`src/rtl/aes_key_sched_ctrl.sv`:
```
// rtl/aes_key_sched_ctrl.sv - AES-128 key expansion sequencer with an 11-entry round-key buffer
// Drives an external aes_key_expand_128 and serves captured round keys through a random-access read port.
module aes_key_sched_ctrl #(
  parameter int NUM_ROUNDS = 10
) (
  input  logic         clk_i,
  input  logic         rst_ni,
  input  logic         start_i,
  input  logic [127:0] key_in_i,
  input  logic         clr_i,
  output logic         busy_o,
  output logic         ready_o,
  output logic         exp_kld_o,
  output logic [127:0] exp_key_o,
  input  logic [127:0] exp_w_i,
  input  logic         rd_en_i,
  input  logic [3:0]   rd_round_i,
  output logic [127:0] rd_key_o,
  output logic         rd_valid_o,
  output logic         rd_err_o
);

  typedef enum logic [1:0] {IDLE, LOAD, EXPAND, READY} state_t;

  localparam logic [3:0] LAST = 4'(NUM_ROUNDS);

  state_t       state_q;
  logic [3:0]   cnt_q;
  logic [127:0] key_q;
  logic [127:0] rk_buf_q [0:NUM_ROUNDS];
  logic         busy_q;
  logic         ready_q;
  logic         kld_q;
  logic [127:0] rd_key_q;
  logic         rd_valid_q;
  logic         rd_err_q;

  always_ff @(posedge clk_i) begin
    if (!rst_ni) begin
      state_q    <= IDLE;
      cnt_q      <= '0;
      key_q      <= '0;
      busy_q     <= 1'b0;
      ready_q    <= 1'b0;
      kld_q      <= 1'b0;
      rd_key_q   <= '0;
      rd_valid_q <= 1'b0;
      rd_err_q   <= 1'b0;
      for (int i = 0; i <= NUM_ROUNDS; i++) rk_buf_q[i] <= '0;
    end else begin
      // Reads see the pre-edge ready/buffer, so they are unaffected by a same-cycle start or clr.
      if (rd_en_i) begin
        if (ready_q && (rd_round_i <= LAST)) begin
          rd_key_q   <= rk_buf_q[rd_round_i];
          rd_valid_q <= 1'b1;
          rd_err_q   <= 1'b0;
        end else begin
          rd_key_q   <= '0;
          rd_valid_q <= 1'b0;
          rd_err_q   <= 1'b1;
        end
      end else begin
        rd_valid_q <= 1'b0;
        rd_err_q   <= 1'b0;
      end

      if (clr_i) begin
        state_q <= IDLE;
        cnt_q   <= '0;
        key_q   <= '0;
        busy_q  <= 1'b0;
        ready_q <= 1'b0;
        kld_q   <= 1'b0;
        for (int i = 0; i <= NUM_ROUNDS; i++) rk_buf_q[i] <= '0;
      end else begin
        case (state_q)
          IDLE, READY: begin
            if (start_i) begin
              key_q   <= key_in_i;
              state_q <= LOAD;
              busy_q  <= 1'b1;
              ready_q <= 1'b0;
              kld_q   <= 1'b1;
            end
          end
          LOAD: begin
            state_q <= EXPAND;
            cnt_q   <= '0;
            kld_q   <= 1'b0;
          end
          EXPAND: begin
            // The expander advances one round per edge, so exp_w_i is always RK[cnt_q] here.
            rk_buf_q[cnt_q] <= exp_w_i;
            cnt_q           <= cnt_q + 4'd1;
            if (cnt_q == LAST) begin
              state_q <= READY;
              busy_q  <= 1'b0;
              ready_q <= 1'b1;
            end
          end
          default: state_q <= IDLE;
        endcase
      end
    end
  end

  assign busy_o     = busy_q;
  assign ready_o    = ready_q;
  assign exp_kld_o  = kld_q;
  assign exp_key_o  = key_q;
  assign rd_key_o   = rd_key_q;
  assign rd_valid_o = rd_valid_q;
  assign rd_err_o   = rd_err_q;

endmodule
```
`config.mk`:
```
export PLATFORM = sky130hd
export DESIGN_NAME = aes_key_sched_ctrl
export DESIGN_NICKNAME = d
export VERILOG_FILES = /design/src/rtl/aes_key_sched_ctrl.sv
export SDC_FILE = /design/constraint.sdc
export NUM_CORES = 2
export LEC_CHECK = 0
export CAP_MARGIN = 5
export CORE_UTILIZATION = 60
export CTS_BUF_LIST = sky130_fd_sc_hd__clkbuf_16
export DETAILED_ROUTE_END_ITERATION = 8
export PLACE_DENSITY = 0.77
export SLEW_MARGIN = 10
export SYNTH_ARGS = -nofsm -noshare
export SYNTH_HDL_FRONTEND = slang
export SYNTH_SLANG_ARGS = --single-unit
```
`constraint.sdc`:
```
create_clock -name clk_i -period 45.2 [get_ports clk_i]
set_input_delay 13.56 -clock clk_i [delete_from_list [all_inputs] [get_ports clk_i]]
set_output_delay 13.56 -clock clk_i [all_outputs]
set_load 0.05 [all_outputs]
```
; After elaboration in Yosys (flattened, before gate mapping)
; Memory sizes are Yosys's and may differ from the RTL's.
; Cells that the tools add are included.
[word_totals]
in_bits = 265
ff_bits = 267
ramBits = 1408
output_inout_bits = 261
word_cells = 79
mem_count = 1
[classes]
n_lt_le_gt_ge = 1
n_eq_ne = 6
n_reduce_logical = 13
muxes = 36
addsub = 1
bitwise_logic = 12
[memory_table]
columns = memory, depth, width, read_ports, rd_clocked_by_memory_dff, write_ports, line_no
row1 = rk_buf_q, 11, 128, 1, 0, 11, 30  ; logic [127:0] rk_buf_q [0:NUM_ROUNDS];
[ops]
columns = operator, count
row1 = 128-bit two-way mux, 13
row2 = 128-bit OR reduction, 1
row3 = 1-bit two-way mux, 15
row4 = 1-bit bitwise OR, 11
row5 = 4-bit one-hot mux with 2 select lines, 1
row6 = 2-bit AND reduction, 4
row7 = 1-bit one-hot mux with 2 select lines, 3
row8 = 2-bit one-hot mux with 3 select lines, 1
row9 = 2-bit nonzero test, 3
row10 = "4-bit by 1-bit adder with 4-bit output, second input constant", 1
row11 = "2-bit == test, second input constant", 2
row12 = "4-bit == test, second input constant", 1
row13 = "4-bit <= comparator, second input constant", 1
row14 = 2-bit two-way mux, 2
row15 = 4-bit two-way mux, 1
row16 = "2-bit inequality test, second input constant", 2
row17 = 2-bit OR reduction, 2
row18 = 3-bit AND reduction, 1
row19 = "2-bit by 1-bit == test with 1-bit output, second input constant", 1
row20 = 2-bit zero test, 1
row21 = 1-bit logical AND, 1
row22 = 1-bit inverter, 1

; Longest topological paths before layout
[depth]
depth_word = 7
mapped_depth = 8
ltp_nobuf = 6

; Worst setup path before layout
; Ideal clock, no wire load.
[synth_path]
path_type = in2reg
startpoint = input port clr_i
endpoint = memory rk_buf_q[11][0], enable pin
stages = 4
t_arrival_ns = 22.753
n_path_buf = 2
t_required_ns = 44.428
setup_slack_ns = 21.674
setup_time_ns = 0.772
cell_sequence = nand2b_1 clkbuf_1 clkbuf_1 nor3_1
[synth_rtl]
columns = element, line_no
row1 = start: declaration, 10  ; input logic clr_i,
row2 = end: declaration, 30

==> impl_metrics.tcl <==
set metrics [dict create \
    cap_violations 0 \
    most-common-layout-cells "edfxtp_1, and3_1, clkdlybuf4s50_1" \
    grt_first_pass_wirelength_um 366000 \
    crit_path_start_kind "primary input" \
    core-area_mm2 0.155 \
    worstPathArrival_ps 19470 \
    syn-num-nets 6065 \
    wl_per_cell_um 30.5 \
    drive_gt1_share_pct 14.9 \
    critPathKind "in -> reg" \
    outcome "complete, no violations" \
    totalWireLength_um 251000 \
    worst_pin_slew_ps 1230 \
    power_w 0.00434 \
    cts_setup_buffers 0 \
    hold_violations 0 \
    postCtsHoldBufs 0 \
    hold_slack_ps 454 \
    worstPathRequired_ps 45670 \
    antenna_found_initial 38 \
    port_buffers 525 \
    areaGrowthSynthToFinish_pct 14.0 \
    ant_nets 0 \
    fmax_ghz 0.0526 \
    numCtsBuffers 218 \
    seq_area_mm2 0.0652 \
    setup_viol 0 \
    crit_chain "clkdlybuf4s50_1 -> nand2b_4 -> nor3_2 -> buf_4 -> buf_4 -> buf_4 -> nand2_1 -> nand2_4 -> buf_12" \
    clk_latency_ps 840 \
    fin_crit_ps 19000 \
    fp-row-count 144 \
    path_clk_slew_ps 60 \
    reg2reg_slack_ps 39170 \
    hold_path.class "reg -> reg" \
    dieArea_mm2 0.158 \
    ios 526 \
    synth_warnings 0 \
    ys_ff_latch 2259 \
    syn_area_mm2 0.0937 \
    finalCritPeriodShare_pct 42.0 \
    path_max_fanout 116 \
    max_slew_margin_pct 17.8 \
    grt_max_degree 232 \
    ir_drop_mv 0.0421 \
    drt_iter0_drc 6619 \
    synth_top_area_share_pct 63.8 \
    dp_hpwl_um 122000 \
    nFillCells 9811 \
    htreeDepth 4 \
    cts_sinks 2259 \
    syn-instance-count 5793 \
    leakagePower_nw 42.2 \
    initial_core_util_pct 60.6 \
    rsz0062_at_grt "false" \
    path_common_cell "buf_4" \
    ys_seq_area_share_pct 69.5 \
    dr.pass1.iters 5 \
    power_density_mw_per_mm2 40.7 \
    final_nets 6248 \
    synthDistinctLibCells 37 \
    avgSynthCellArea_um2 16.2 \
    drcViolationCount 0 \
    cp-end-kind "flop" \
    critPathMaxStageDelay_ps 960 \
    overflow 0 \
    die_w_um 397 \
    finalSetupTns_ps 0 \
    vias 55300 \
    post_cts_resize_count 0 \
    place.gp.congestion 0.867 \
    clock-root-buffer "clkbuf_16" \
    synth_area_leaders "edfxtp_1, mux4_2, and3_1, dfxtp_1, clkbuf_1" \
    multiInputGateArea_mm2 0.0260 \
    synth_top_area_cell "edfxtp_1" \
    clockBufferDepth 3 \
    dieHeight_um 397 \
    fin_skew_ps 31.8 \
    grt_usage_pct 31.7 \
    cts_tree "yes" \
    drv_slew 0 \
    grt_pass1_vias 55500 \
    via_per_inst 6.71 \
    layout_commonest_cell "edfxtp_1" \
    slowest_stage "buf_4" \
]
through the flow:
stage / cells / util [%] / worst slack [ps] / instance area (um^2)
after detailed placement: 7800 / 64.6 / 25460 / 99900
after CTS: 8218 / 69.1 / 26370 / 107000
final: 8229 / 69.1 / 26200 / 107000
after global placement: 7800 / 64.6 / 25550 / 99900
after floorplan: 5793 / - / 21670 / 93700
after global routing: 8225 / 69.1 / 26040 / 107000
critical path: cells and delay by family:
kind          cells  cell delay [ps]
buf+inv           5             4050
simple gates      4             1510
logic make-up (layout without fill, tap and decap cells):
family / after synthesis / after routing / share of synthesized area (%)
compound gates: 402 / 402 / 2.82
simple gates: 1836 / 1836 / 11.2
other cells: 0 / 11 / 0
fa+ha+maj: 7 / 7 / 0.0934
mux: 628 / 628 / 13.4
flops: 2259 / 2259 / 69.5
buf+inv: 661 / 1042 / 2.94
synth_stat cells:
master     count
buf_2        108
and3_1      1281
edfxtp_1    1992
a2111oi_2      1
a211oi_1       2
buf_6          3
mux2i_1      126
buf_12         1
o21a_1         1
inv_1          7
nand2b_1       6
nand3_1        2
buf_1         25
clkbuf_1     489
ha_1           7
and2_1       133
dfxtp_1      267
nor3_1         6
o21ai_0        4
a22o_1         4
nor2b_1        3
nor3b_1        1
nand2_1      392
a21oi_1      138
buf_4         27
or3_1          1
a21o_1         1
inv_2          1
mux4_2       497
nand3b_1       2
mux4_1         5
a311o_1        1
nor3_2         2
o211ai_1     111
nor2_1         7
o21ai_1       14
a22oi_1      125
power by group:
part / internal, W / switching, W
clock: 0.000979 / 0.000783
sequential: 0.00232 / 0.0000170
combinational: 0.0000947 / 0.000148
area by class of cell:
class / count / area share, %
Tap cell: 2044 / 2.39
Antenna cell: 11 / 0.0258
Inverter: 8 / 0.0351
Sequential cell: 2259 / 61.0
Multi-Input combinational cell: 2873 / 24.4
Clock buffer: 220 / 5.15
Timing Repair Buffer: 616 / 5.72
Clock inverter: 198 / 1.32
per-layer routing:
metal | global-route usage [%] | routed length [um] | up-vias
li1 | - | - | 23000
met1 | 43.8 | 93400 | 28400
met3 | 6.92 | 28000 | 467
met4 | 9.18 | 6470 | 52
met2 | 51.3 | 122000 | 3366
met5 | 0 | 333 | -
state kept, by name (all words and copies together), names as in the netlist:
name,flops
exp_key_o,128
exp_kld_o,1
ready_o,1
rd_key_o,128
rk_buf_q,1992
rd_valid_o,1
rd_err_o,1
busy_o,1
cnt_q,4
state_q,2
path summary, 6_finish.rpt:
| check | startpoint | end | cells past startpoint |
|---|---|---|---|
| setup / recovery | rst_ni | rk_buf_q[7][79] | 9 |
| hold / removal | exp_key_o[5] | exp_key_o[5] | 2 |
| setup reg to reg | state_q[0] | rk_buf_q[7][79] | 10 |
| hold reg to reg | exp_key_o[5] | exp_key_o[5] | 2 |
Note: power is estimated with default switching activity, not from simulation.
